[src/rtl/addsub_pkg.sv]
// addsub_pkg: shared state type for the chunked adder/subtractor
package addsub_pkg;
    typedef enum logic [1:0] {IDLE, RUN, DONE} addsub_state_t;
endpackage

[src/rtl/rca_nbit.sv]
// rca_nbit: combinational N-bit ripple-carry adder built from full-adder cells
module rca_nbit #(
    parameter int N = 4
) (
    input  logic [N-1:0] a,
    input  logic [N-1:0] b,
    input  logic         cin,
    output logic [N-1:0] s,
    output logic         cout
);
    logic [N:0] c;
    assign c[0] = cin;
    for (genvar i = 0; i < N; i++) begin : g_fa
        assign s[i]   = a[i] ^ b[i] ^ c[i];
        assign c[i+1] = (a[i] & b[i]) | (c[i] & (a[i] ^ b[i]));
    end
    assign cout = c[N];
endmodule

[src/rtl/chunked_addsub_seq.sv]
// chunked_addsub_seq: multi-cycle add/sub, CHUNK bits per cycle through one shared ripple adder
module chunked_addsub_seq
    import addsub_pkg::*;
#(
    parameter int WIDTH = 16,
    parameter int CHUNK = 4
) (
    input  logic             clk,
    input  logic             rst_n,
    input  logic             in_valid,
    output logic             in_ready,
    input  logic [WIDTH-1:0] a,
    input  logic [WIDTH-1:0] b,
    input  logic             sub,
    output logic             out_valid,
    input  logic             out_ready,
    output logic [WIDTH-1:0] sum,
    output logic             cout,
    output logic             ovf,
    output logic             zero
);
    localparam int CSAFE  = CHUNK < 1 ? 1 : CHUNK;
    localparam int NCHUNK = WIDTH / CSAFE;
    localparam int CW     = NCHUNK > 1 ? $clog2(NCHUNK) : 1;

    if (CHUNK < 1 || WIDTH % CSAFE != 0) begin : g_bad_param
        $error("chunked_addsub_seq: CHUNK must be >= 1 and divide WIDTH");
    end

    addsub_state_t    state, state_nx;
    logic [CW-1:0]    cnt;
    logic             carry;
    logic [WIDTH-1:0] a_q, bx_q, sum_nx;
    logic [CHUNK-1:0] s_c;
    logic             c_c, last;

    rca_nbit #(.N(CHUNK)) u_rca (
        .a   (a_q[cnt*CHUNK +: CHUNK]),
        .b   (bx_q[cnt*CHUNK +: CHUNK]),
        .cin (carry),
        .s   (s_c),
        .cout(c_c)
    );

    assign last      = cnt == CW'(NCHUNK - 1);
    assign in_ready  = state == IDLE;
    assign out_valid = state == DONE;

    always_comb begin
        sum_nx = sum;
        sum_nx[cnt*CHUNK +: CHUNK] = s_c;
        state_nx = state == IDLE ? (in_valid ? RUN : IDLE) :
                   state == RUN  ? (last ? DONE : RUN) :
                   (out_ready ? IDLE : DONE);
    end

    always_ff @(posedge clk or negedge rst_n) begin
        if (!rst_n) state <= IDLE;
        else        state <= state_nx;
    end

    // Subtract is folded into the operands: B is inverted and the +1 enters as the initial carry
    always_ff @(posedge clk or negedge rst_n) begin
        if (!rst_n) begin
            a_q   <= '0;
            bx_q  <= '0;
            carry <= 1'b0;
            cnt   <= '0;
            sum   <= '0;
            cout  <= 1'b0;
            ovf   <= 1'b0;
            zero  <= 1'b0;
        end else if (state == IDLE && in_valid) begin
            a_q   <= a;
            bx_q  <= b ^ {WIDTH{sub}};
            carry <= sub;
            cnt   <= '0;
            sum   <= '0;
            cout  <= 1'b0;
            ovf   <= 1'b0;
            zero  <= 1'b0;
        end else if (state == RUN) begin
            sum   <= sum_nx;
            carry <= c_c;
            cnt   <= cnt + 1'b1;
            if (last) begin
                cout <= c_c;
                ovf  <= (a_q[WIDTH-1] == bx_q[WIDTH-1]) && (s_c[CHUNK-1] != a_q[WIDTH-1]);
                zero <= sum_nx == '0;
            end
        end
    end
endmodule

[config.mk]
export PLATFORM = sky130hd
export DESIGN_NAME = chunked_addsub_seq
export DESIGN_NICKNAME = d
export VERILOG_FILES = /design/src/rtl/addsub_pkg.sv /design/src/rtl/rca_nbit.sv /design/src/rtl/chunked_addsub_seq.sv
export SDC_FILE = /design/constraint.sdc
export NUM_CORES = 1
export LEC_CHECK = 0
export CAP_MARGIN = 20
export CORE_UTILIZATION = 50
export DETAILED_ROUTE_END_ITERATION = 6
export PLACE_DENSITY_LB_ADDON = 0.2
export SLEW_MARGIN = 30
export SYNTH_ARGS = -nofsm -noshare
export SYNTH_HDL_FRONTEND = slang
export SYNTH_HIERARCHICAL = 1
export SYNTH_SLANG_ARGS = --single-unit
[constraint.sdc]
create_clock -name clk -period 7.16 [get_ports clk]
set_input_delay 1.432 -clock clk [delete_from_list [all_inputs] [get_ports clk]]
set_output_delay 1.432 -clock clk [all_outputs]
set_load 0.01 [all_outputs]
After elaboration in Yosys (flattened, before gate mapping)
Index checks and enable logic that the tools add are counted.
- logic and storage cells: 69
- output and inout bits: 21
- bits in registers: 56
- input port bits: 37
- multiplexer cells: 21
- shift operators: 4
- reductions and logical operators: 7
- add/subtract/negate cells: 2
- eq/ne operators: 5
- bitwise gates (word level): 21
- operator list (cell ; count):
    negation 4 -> 34 bit ; 1
    variable shift 4 x 34 -> 16 bit (first input constant) ; 1
    variable part select 4 x 34 -> 16 bit ; 1
    two-way mux 16 bit ; 2
    variable part select 16 x 5 -> 4 bit ; 2
    bitwise mux 16 bit ; 1
    logical NOT 16 bit ; 1
    bitwise XOR 16 bit ; 1
    two-way mux 1 bit ; 12
    two-way mux 2 bit ; 6
    AND 1 bit ; 8
    bitwise XOR 1 bit ; 8
    equality test 2 bit (second input constant) ; 2
    OR 1 bit ; 4
    nonzero test 2 bit ; 2
    adder 2 x 1 -> 2 bit (second input constant) ; 1
    equality test 2 x 1 -> 1 bit (second input constant) ; 1
    logical AND 1 bit ; 2
    logical NOT 2 bit ; 1
    AND reduction 2 bit ; 1
    equality test 1 bit ; 1
    inequality test 1 bit ; 1

Depth between registers and ports, before layout
Gate-level depths: netlist of the first run.
- depth in word-level cells: 15
- depth in mapped cells: 13
- mapped depth without buffers: 12

Hierarchy
The synthesis of the first run kept the hierarchy.
- modules (own cells, without submodules) (module ; times used ; area each (µm²) ; cells an instance ; seq. area each (µm²)):
    chunked_addsub_seq ; 1 ; 2615.0 ; 248 ; 1401.3
    rca_nbit ; 1 ; 117.6 ; 14 ; 0.0

Worst setup path after synthesis of the first run
Ideal clock, no wire load.
- kind: register to register
- from: register cnt[0]
- to: register zero
- path slack: 3918 ps
- path buffers: 1
- cell stages (with the launch flop): 14
- period minus slack after synthesis: 3242 ps
- required time: 7037 ps
- arrival time: 3119 ps
- path through: dfrtp_1 buf_2 mux4_2 fa_1 inv_1 fa_1 inv_1 fa_1 inv_1 fa_1 inv_1 nor4_1 a31oi_1 o21ai_1
- longest elaborated chain between the ends: 15
- ends and longest elaborated chain (element ; RTL line ; RTL):
    start: declaration ; chunked_addsub_seq.sv:31 ; logic [CW-1:0] cnt;
    start signal: assignment ; chunked_addsub_seq.sv:85 ; cnt <= cnt + 1'b1;
    variable part select 16 x 5 -> 4 bit, on equally long branches ; chunked_addsub_seq.sv:38, chunked_addsub_seq.sv:39 ;
    bitwise XOR 1 bit ; rca_nbit.sv:15 ; assign c[i+1] = (a[i] & b[i]) | (c[i] & (a[i] ^ b[i]));
    AND 1 bit ; rca_nbit.sv:15 ;
    OR 1 bit ; rca_nbit.sv:15 ;
    AND 1 bit ; rca_nbit.sv:15 ;
    OR 1 bit ; rca_nbit.sv:15 ;
    AND 1 bit ; rca_nbit.sv:15 ;
    OR 1 bit ; rca_nbit.sv:15 ;
    bitwise XOR 1 bit (*) ; rca_nbit.sv:14 ; assign s[i] = a[i] ^ b[i] ^ c[i];
    net s_c[3] ; chunked_addsub_seq.sv:34 ; logic [CHUNK-1:0] s_c;
    variable part select 4 x 34 -> 16 bit (*) ; chunked_addsub_seq.sv:51 ; sum_nx[cnt*CHUNK +: CHUNK] = s_c;
    bitwise mux 16 bit (*) ; chunked_addsub_seq.sv:51 ;
    logical NOT 16 bit (*) ; chunked_addsub_seq.sv:89 ; zero <= sum_nx == '0;
    two-way mux 1 bit (*) ; chunked_addsub_seq.sv:86 ; if (last) begin
    two-way mux 1 bit (*) ; chunked_addsub_seq.sv:82 ; end else if (state == RUN) begin
    two-way mux 1 bit (*) ; chunked_addsub_seq.sv:73 ; end else if (state == IDLE && in_valid) begin
    end signal: assignment ; chunked_addsub_seq.sv:72 ; zero <= 1'b0;
    end signal: assignment ; chunked_addsub_seq.sv:81 ; zero <= 1'b0;
    end signal: assignment ; chunked_addsub_seq.sv:89 ;
    end: declaration ; chunked_addsub_seq.sv:20 ; output logic zero
The timed path passes the listed nets; every way through them passes the cells marked *. The select of a mux whose other input is x is not followed.
A chain may end at the register's enable or synchronous reset.

Final worst setup path of the first run
Ends and elaborated chain as after synthesis.

==> impl_metrics.py, run 1 <==
metrics = {
    "placement": {
        "gp_congestion": 0.829,
        "dpl-instance-area_sq_mm": 0.00334,
        "dp_cells": 379,
        "port_buffers": 57,
        "hpwl_mm": 3.97,
    },
    "clock_tree": {
        "cts.clk_slew.worst_paths_ps": 100,
        "clk_latency_ps": 310,
        "cts_max_path_buffers": 2,
        "post_cts_resized": 0,
        "cts_buffers": 5,
        "numClockSinks": 56,
        "h-tree-depth": 2,
        "postCtsHoldBufs": 0,
        "postCtsSetupBuffers": 0,
        "cts-root-buf": "clkbuf_8",
        "cts_tree": "built",
    },
    "critical_path": {
        "r2r-end": "zero",
        "endpoint_kind": "flip-flop",
        "r2r_start": "cnt[0]",
        "path_buf_inv": 4,
        "reg2regPathDepth": 12,
        "r2r_setup_slack_ps": 3570,
        "crit_path_max_fanout": 16,
        "arrival_ps": 3800,
        "max_stage_delay_ps": 820,
        "crit_family": "adder cells",
        "worst_path_max_delay_cell": "dfrtp_1",
        "cp-start-kind": "flip-flop",
        "path_class": "flip-flop to flip-flop",
        "critPathRequiredTime_ps": 7370,
        "crit_chain": "mux4_2 > fa_1 > inv_1 > fa_1 > inv_1 > fa_1 > inv_1 > fa_1 > inv_1 > nor4_1 > a31oi_1 > o21ai_1",
    },
    "layout": {
        "drive_gt1_frac": 0.0694,
        "final_common_cell": "nand2_1",
        "fillers": 392,
        "layout_common_cells": "70 x nand2_1, 56 x dfrtp_1, 56 x clkdlybuf4s50_1",
        "fin_nets": 363,
        "diodes": 0,
        "stdcell_count": 387,
        "area_growth_pct": 25.6,
        "fin_area_sq_mm": 0.00343,
    },
    "synth": {
        "netlist_instances": 262,
        "yosys_warnings": 6,
        "synth_cell_type_count": 31,
        "seq_area_frac_synth": 0.513,
        "synth-seq-cells": 56,
        "synth_area_sq_mm": 0.00273,
        "syn_avg_cell_area_sq_um": 10.4,
        "syn-num-nets": 309,
    },
    "power_and_ir_drop": {
        "vdd_drop_max_mv": 0.204,
        "power.leakage_nw": 1.57,
        "powerDensity_mw_per_mm2": 454,
        "power.total_mw": 1.56,
    },
    "sta": {
        "final.setup.tns_ps": 0,
        "setup_violations": 0,
        "worstMarginPinSlew_ps": 894,
        "drv_slew": 0,
        "clock.fmax_mhz": 279,
        "fin_crit_sh": 0.501,
        "hold_slack_ps": 495,
        "slew-limit-headroom": 0.402,
        "hold_violations": 0,
        "grt_setup_unrepaired": "false",
        "clock_skew_ps": 8.59,
        "min_period_ps": 3590,
    },
    "global_routing": {
        "overflow": 0,
        "grt_max_degree": 57,
        "grt_usage": 0.210,
        "grt_pass1_vias": 2078,
        "antenna_found_initial": 0,
        "grt_pass1_wl_mm": 9.62,
    },
    "floorplan": {
        "die_area_sq_mm": 0.00576,
        "die_w_um": 75.9,
        "die_h_um": 75.9,
        "ios": 58,
        "placement_rows": 26,
        "start_util": 0.528,
        "core_area_sq_mm": 0.00517,
    },
    "routing": {
        "routedWlPerCell_um": 14.3,
        "first_pass_iters": 5,
        "drtAntennaViolNets": 0,
        "post-route-drc-count": 0,
        "viasPerCell": 5.29,
        "route.vias.total": 2048,
        "routed_wirelength_mm": 5.54,
        "dr.first_iter.drc_count": 181,
    },
    "worst_hold_path": {
        "worstHoldPathType": "flip-flop to flip-flop",
        "min_to": "a_q[13]",
        "hold_depth": 2,
        "worstHoldStart": "a_q[13]",
    },
    "status": {
        "outcome": "finished, final reports clean",
    },
    "run": {
        "maxCapViolations": 0,
    },
}
-- registers in the layout, indices dropped and copies added, names as in the netlist --
name   cells
a_q       16
bx_q      16
sum       16
cnt        2
state      2
carry      1
cout       1
ovf        1
zero       1
-- per-layer routing --
| layer | global-route usage | routed length, um | vias to the layer above |
|---|---|---|---|
| met3 | 0.0458 | 255 | 4 |
| met4 | 0.0635 | 38 | 0 |
| met5 | 0 | 0 | - |
| met2 | 0.351 | 2810 | 69 |
| li1 | - | - | 994 |
| met1 | 0.277 | 2440 | 981 |
-- cells in the mapped netlist, drive strengths merged --
cell type	n	area share
nand2	71	0.10
dfrtp	56	0.51
o21ai	22	0.040
a22o	16	0.051
xnor2	16	0.051
inv	14	0.019
mux4	8	0.066
nand3	7	0.013
a21oi	6	0.012
buf	6	0.015
clkbuf	6	0.0082
ha	6	0.027
nor2	6	0.0082
nor4	5	0.011
fa	4	0.029
and4	2	0.0064
o22ai	2	0.0046
a22oi	1	0.0027
a31oi	1	0.0023
and2	1	0.0023
and2b	1	0.0027
mux2	1	0.0041
nand4	1	0.0023
nor2b	1	0.0023
nor3	1	0.0018
or3	1	0.0023
-- worst max path at each step --
stage / cells after the start / slack (ps) / endpoint / start
floorplan: 13 / 3920 / zero / cnt[0]
global placement: 12 / 3660 / zero / cnt[0]
detailed placement: 12 / 3570 / zero / cnt[0]
CTS: 12 / 3540 / zero / cnt[0]
global route: 12 / 3280 / zero / cnt[0]
finish: 12 / 3570 / zero / cnt[0]
-- stage by stage --
stage,util,setup slack [ps]
after floorplan,-,3920
after global placement,0.645,3660
after detailed placement,0.645,3570
after CTS,0.664,3540
after global routing,0.664,3280
final,0.664,3570
-- worst min-delay path: cells and delay by family (launching register included) --
| kind | cells | cell delay, ps |
|---|---|---|
| DFF | 1 | 360 |
| and+or+nand+nor | 2 | 100 |
-- cell families (layout without fill, tap and decap cells) --
kind of cell               after synthesis  count (layout)  synth area share
muxes                                    9               9            0.0701
xor gates and xnor gates                16              16            0.0513
adders and majority gates               10              10            0.0568
buffers and inverters                   26              81            0.0426
AOI/OAI and AO/OA                       48              48             0.114
and+or+nand+nor                         97              97             0.153
DFF                                     56              56             0.513
-- report_power, final --
part	switching, mW	internal [mW]	leakage (nW)
Combinational	0.455	0.355	0.792
Sequential	0.116	0.452	0.722
Clock	0.101	0.0793	0.0516
Total	0.672	0.886	1.57
-- final cells by class --
type	count	area, sq um	area share
Sequential cell	56	1400	0.408
Clock buffer	6	82.6	0.0241
Tap cell	70	87.6	0.0255
Clock inverter	2	13.8	0.00401
Timing Repair Buffer	59	581	0.169
Inverter	14	52.6	0.0153
Multi-Input combinational cell	180	1210	0.354
(Power assumes the default switching activity.)
==> inputs of run 2 (changes only) <==
- clock period: 7.16 -> 3.6 ns (I/O delays scaled with it)
==> impl_metrics.py, run 2 (synthesis gave the netlist of run 1 again) <==
metrics = {
    "clock_tree": {
        "numClockSinks": 56,
        "cts_buffers": 5,
        "h-tree-depth": 2,
        "cts_max_path_buffers": 2,
        "postCtsSetupBuffers": 0,
        "post_cts_resized": 0,
        "postCtsHoldBufs": 0,
        "cts_tree": "built",
        "clk_latency_ps": 300,
        "cts-root-buf": "clkbuf_8",
        "cts.clk_slew.worst_paths_ps": 90,
    },
    "power_and_ir_drop": {
        "powerDensity_mw_per_mm2": 896,
        "power.total_mw": 3.08,
        "vdd_drop_max_mv": 0.448,
        "power.leakage_nw": 1.57,
    },
    "layout": {
        "multi_input_area_sq_mm": 0.00122,
        "fin_nets": 366,
        "final_core_utilization": 0.665,
        "drive_gt1_frac": 0.0752,
        "final-seq-area_sq_mm": 0.00140,
        "area_growth_pct": 25.9,
        "top_regs": "a_q: 16 flops, bx_q: 16 flops, sum: 16 flops",
        "final_common_cell": "nand2_1",
        "fillers": 418,
        "layout_common_cells": "69 x nand2_1, 56 x dfrtp_1, 56 x clkdlybuf4s50_1",
        "diodes": 0,
        "stdcell_count": 389,
    },
    "routing": {
        "post-route-drc-count": 0,
        "route.met3.wl_um": 248,
        "drt-met1-wl_mm": 2.57,
        "routed_wirelength_mm": 5.59,
        "drtAntennaViolNets": 0,
        "top_layer_used": "met4",
        "viasPerCell": 5.29,
        "first_pass_iters": 7,
        "met2_length_mm": 2.71,
        "route.vias.total": 2057,
        "dr.first_iter.drc_count": 169,
        "routedWlPerCell_um": 14.4,
    },
    "critical_path": {
        "path_class": "flip-flop to flip-flop",
        "reg2regPathDepth": 12,
        "endpoint_kind": "flip-flop",
        "crit_chain": "mux4_2 > fa_1 > inv_1 > fa_1 > inv_1 > fa_1 > inv_1 > fa_1 > inv_1 > nor4_1 > a31oi_1 > o21ai_1",
        "worst_path_max_delay_cell": "dfrtp_1",
        "crit_path_max_fanout": 7,
        "arrival_ps": 3470,
        "cp-start-kind": "flip-flop",
        "critPathRequiredTime_ps": 3790,
        "max_stage_delay_ps": 570,
    },
    "floorplan": {
        "die_h_um": 75.9,
        "start_util": 0.528,
        "ios": 58,
        "die_w_um": 75.9,
        "core_area_sq_mm": 0.00517,
        "die_area_sq_mm": 0.00576,
        "placement_rows": 26,
    },
    "placement": {
        "port_buffers": 57,
        "dp_cells": 382,
        "hpwl_mm": 4.17,
        "gp_congestion": 0.865,
    },
    "status": {
        "outcome": "finished, final reports clean",
    },
    "sta": {
        "setup_violations": 0,
        "worstMarginPinSlew_ps": 900,
        "drv_slew": 0,
        "hold_violations": 0,
        "min_period_ps": 3280,
        "final.setup.tns_ps": 0,
        "hold_slack_ps": 485,
        "clock.fmax_mhz": 305,
        "clock_skew_ps": 6.33,
        "slew-limit-headroom": 0.398,
        "fin_crit_sh": 0.912,
        "grt_setup_unrepaired": "false",
    },
    "global_routing": {
        "overflow": 0,
        "grt_pass1_wl_mm": 9.61,
        "grt_usage": 0.211,
        "antenna_found_initial": 0,
        "grt_max_degree": 41,
        "grt_pass1_vias": 2007,
    },
    "run": {
        "maxCapViolations": 0,
    },
    "worst_hold_path": {
        "hold_depth": 2,
        "worstHoldPathType": "flip-flop to flip-flop",
    },
}
-- run 2: changes by cell type in the layout (fill, tap and decap cells not counted), sizes merged --
cell	previous run	this run
buf	3	6
inv	15	14
-- run 2: worst max-delay path: cells and delay by family (launching register included) --
family,cells,cell delay (ps)
compound gates,2,230
simple gates,1,70
mux,1,570
flops,1,570
fa+ha+maj,4,1340
buf+inv,4,400
-- run 2: path summary, 6_finish.rpt --
kind,end,startpoint,slack [ps]
max,zero,cnt[0],320
min,bx_q[7],bx_q[7],480
max reg2reg,zero,cnt[0],320
min reg2reg,bx_q[7],bx_q[7],480
max in group asynchronous,sum[3],rst_n,2350
min in group asynchronous,a_q[9],rst_n,500
-- run 2: area by class of cell --
type | instances | share of cell area
timing repair buffer | 62 | 0.175
tap | 70 | 0.0255
inverter | 14 | 0.0153
clock inverter | 1 | 0.00146
multi-input combinational | 180 | 0.354
sequential | 56 | 0.407
clock buffer | 6 | 0.0211
-- run 2: power breakdown --
part / total, mW / switching (mW) / internal, mW
Clock: 0.325 / 0.192 / 0.133
Combinational: 1.66 / 0.934 / 0.724
Sequential: 1.10 / 0.198 / 0.899
-- run 2: per-layer routing --
| metal | vias up | GRT usage |
|---|---|---|
| met2 | 71 | 0.360 |
| met1 | 979 | 0.287 |
| met3 | 10 | 0.0289 |
| met4 | 0 | 0.0538 |
| li1 | 997 | - |
| met5 | - | 0 |
-- run 2: metrics by stage --
stage                     setup WS [ps]  cell area (sq um)
final                               317               3440
after global routing                109               3440
after CTS                           295               3440
after detailed placement            308               3360
after global placement              379               3360
after floorplan                     358               2730
==> RTL edit (settings of run 1) <==
Make the reset (`rst_n`) synchronous in 2 clocked blocks.
--- a/src/rtl/chunked_addsub_seq.sv
+++ b/src/rtl/chunked_addsub_seq.sv
@@ -56,3 +56,3 @@
 
-    always_ff @(posedge clk or negedge rst_n) begin
+    always_ff @(posedge clk) begin
         if (!rst_n) state <= IDLE;
@@ -62,3 +62,3 @@
     // Subtract is folded into the operands: B is inverted and the +1 enters as the initial carry
-    always_ff @(posedge clk or negedge rst_n) begin
+    always_ff @(posedge clk) begin
         if (!rst_n) begin
Check against the original RTL: differs if rst_n is asserted again (counterexample within 4 cycles, from zero or initial values and one cycle with rst_n low); with rst_n held inactive, the same outputs for 10 cycles.
==> RTL edit against run 1 <==
Sequential cell count is the same; worst setup slack lost 0.34 ns; critical endpoint is now zero$_SDFFE_PP0P_; via count grew 12%; final area grew 0.66%; critical path depth grew 1; wire length grew 5.4%; area after synthesis shrank 0.50%; synthesized cell count grew 16%; largest cell class is now multi-input combinational cells.
Power is not compared: it rests on default switching activity, and its combinational part moved more than twofold at a synthesized area within 25%.
==> RTL edit: results <==
[synth]
yosys-top-cells-count = dfxtp_1 (56), nand2_1 (53), nor2_1 (31)
synth.distinct_cells = 42
ys_seq_area_share_pct = 41.2
synth_fp_nets = 351
synthArstFlopShare_pct = 0
netlist_top_cells_area = dfxtp_1 (41%), nand2_1 (7.3%), mux4_2 (6.6%)
syn_avg_cell_area_um2 = 8.94

[place]
placed_cell_area_um2 = 3300
gp_congestion = 0.854
dpl.hpwl_um = 4300
place_inst = 412
pre_cts_slack_ns = 3.25

[layout]
drive_above_1_share_pct = 5.71
finalNetCount = 396
layout.cells.non_filler = 420

[grt]
grt.total_usage_pct = 22.1
grt_pass1_wl_um = 9490
grt_max_degree = 50
grt_pass1_vias = 2093

[setup_path]
crit_fanout = 18
rrSetupSlack_ns = 3.23
cp_slowest_cell = dfxtp_1
worstPathArrival_ns = 4.14
slowest_delay_ns = 0.89
r2r_start = cnt[0]$_SDFFE_PP0P_
r2r_cells = 13
reg2reg_to = zero$_SDFFE_PP0P_

[min_path]
holdPathEnd = a_q[11]$_SDFFE_PN0P_

[drt]
post_drt_via_cell_ratio = 5.48
first_iter_violations = 191
firstDrtPassIters = 4

[timing]
max_slew_margin_pct = 39.7
fin_skew_ns = 0.00805

[outcome]
status = complete, no violations

[cts]
clock_latency_ns = 0.31
==> RTL edit: worst reg2reg max path, cell delays in order (launching register included) <==
cell and delay, ns:
dfxtp_1 0.89, mux4_2 0.62, fa_1 0.43, inv_1 0.08, fa_1 0.16, inv_1 0.05
fa_1 0.36, inv_1 0.08, fa_1 0.40, inv_1 0.22, nor3_1 0.11, o221a_2 0.27
o2111ai_1 0.10, o21ai_1 0.10
==> RTL edit: logic make-up after synthesis <==
logic type               after synthesis  synth area share, %
multiplexers                           9                 7.04
flip-flops                            56                 41.2
AO/OA/AOI/OAI                         64                 16.7
buffers and inverters                 37                 5.66
XOR/XNOR                              16                 5.15
adder cells (fa/ha/maj)               10                 5.71
AND/OR/NAND/NOR                      112                 18.5
==> RTL edit: power by group <==
part	total, mW	internal, mW	switching [mW]
registers	0.340	0.328	0.0122
clock network	0.277	0.175	0.102
logic	0.121	0.0575	0.0630
total	0.738	0.560	0.178
==> RTL edit: cell type report <==
type | count | area (um^2)
sequential | 56 | 1120
fill | 458 | 1720
inverter | 17 | 63.8
timing repair buffer | 58 | 578
clock inverter | 3 | 90.1
tap | 70 | 87.6
multi-input combinational | 211 | 1450
clock buffer | 5 | 68.8
==> RTL edit: layer usage <==
layer,up-vias,wire length (um),track usage (%)
li1,1135,-,-
met1,1079,2500,27.1
met2,83,3050,38.6
met3,5,252,4.50
met4,0,39,7.20
met5,-,0,0
==> RTL edit: how the worst max path moves through the flow <==
stage / end / slack (ns)
after floorplan: zero$_SDFFE_PP0P_ / 3.75
after global placement: zero$_SDFFE_PP0P_ / 3.38
after detailed placement: zero$_SDFFE_PP0P_ / 3.25
after CTS: zero$_SDFFE_PP0P_ / 3.24
after global routing: zero$_SDFFE_PP0P_ / 2.98
final: zero$_SDFFE_PP0P_ / 3.23
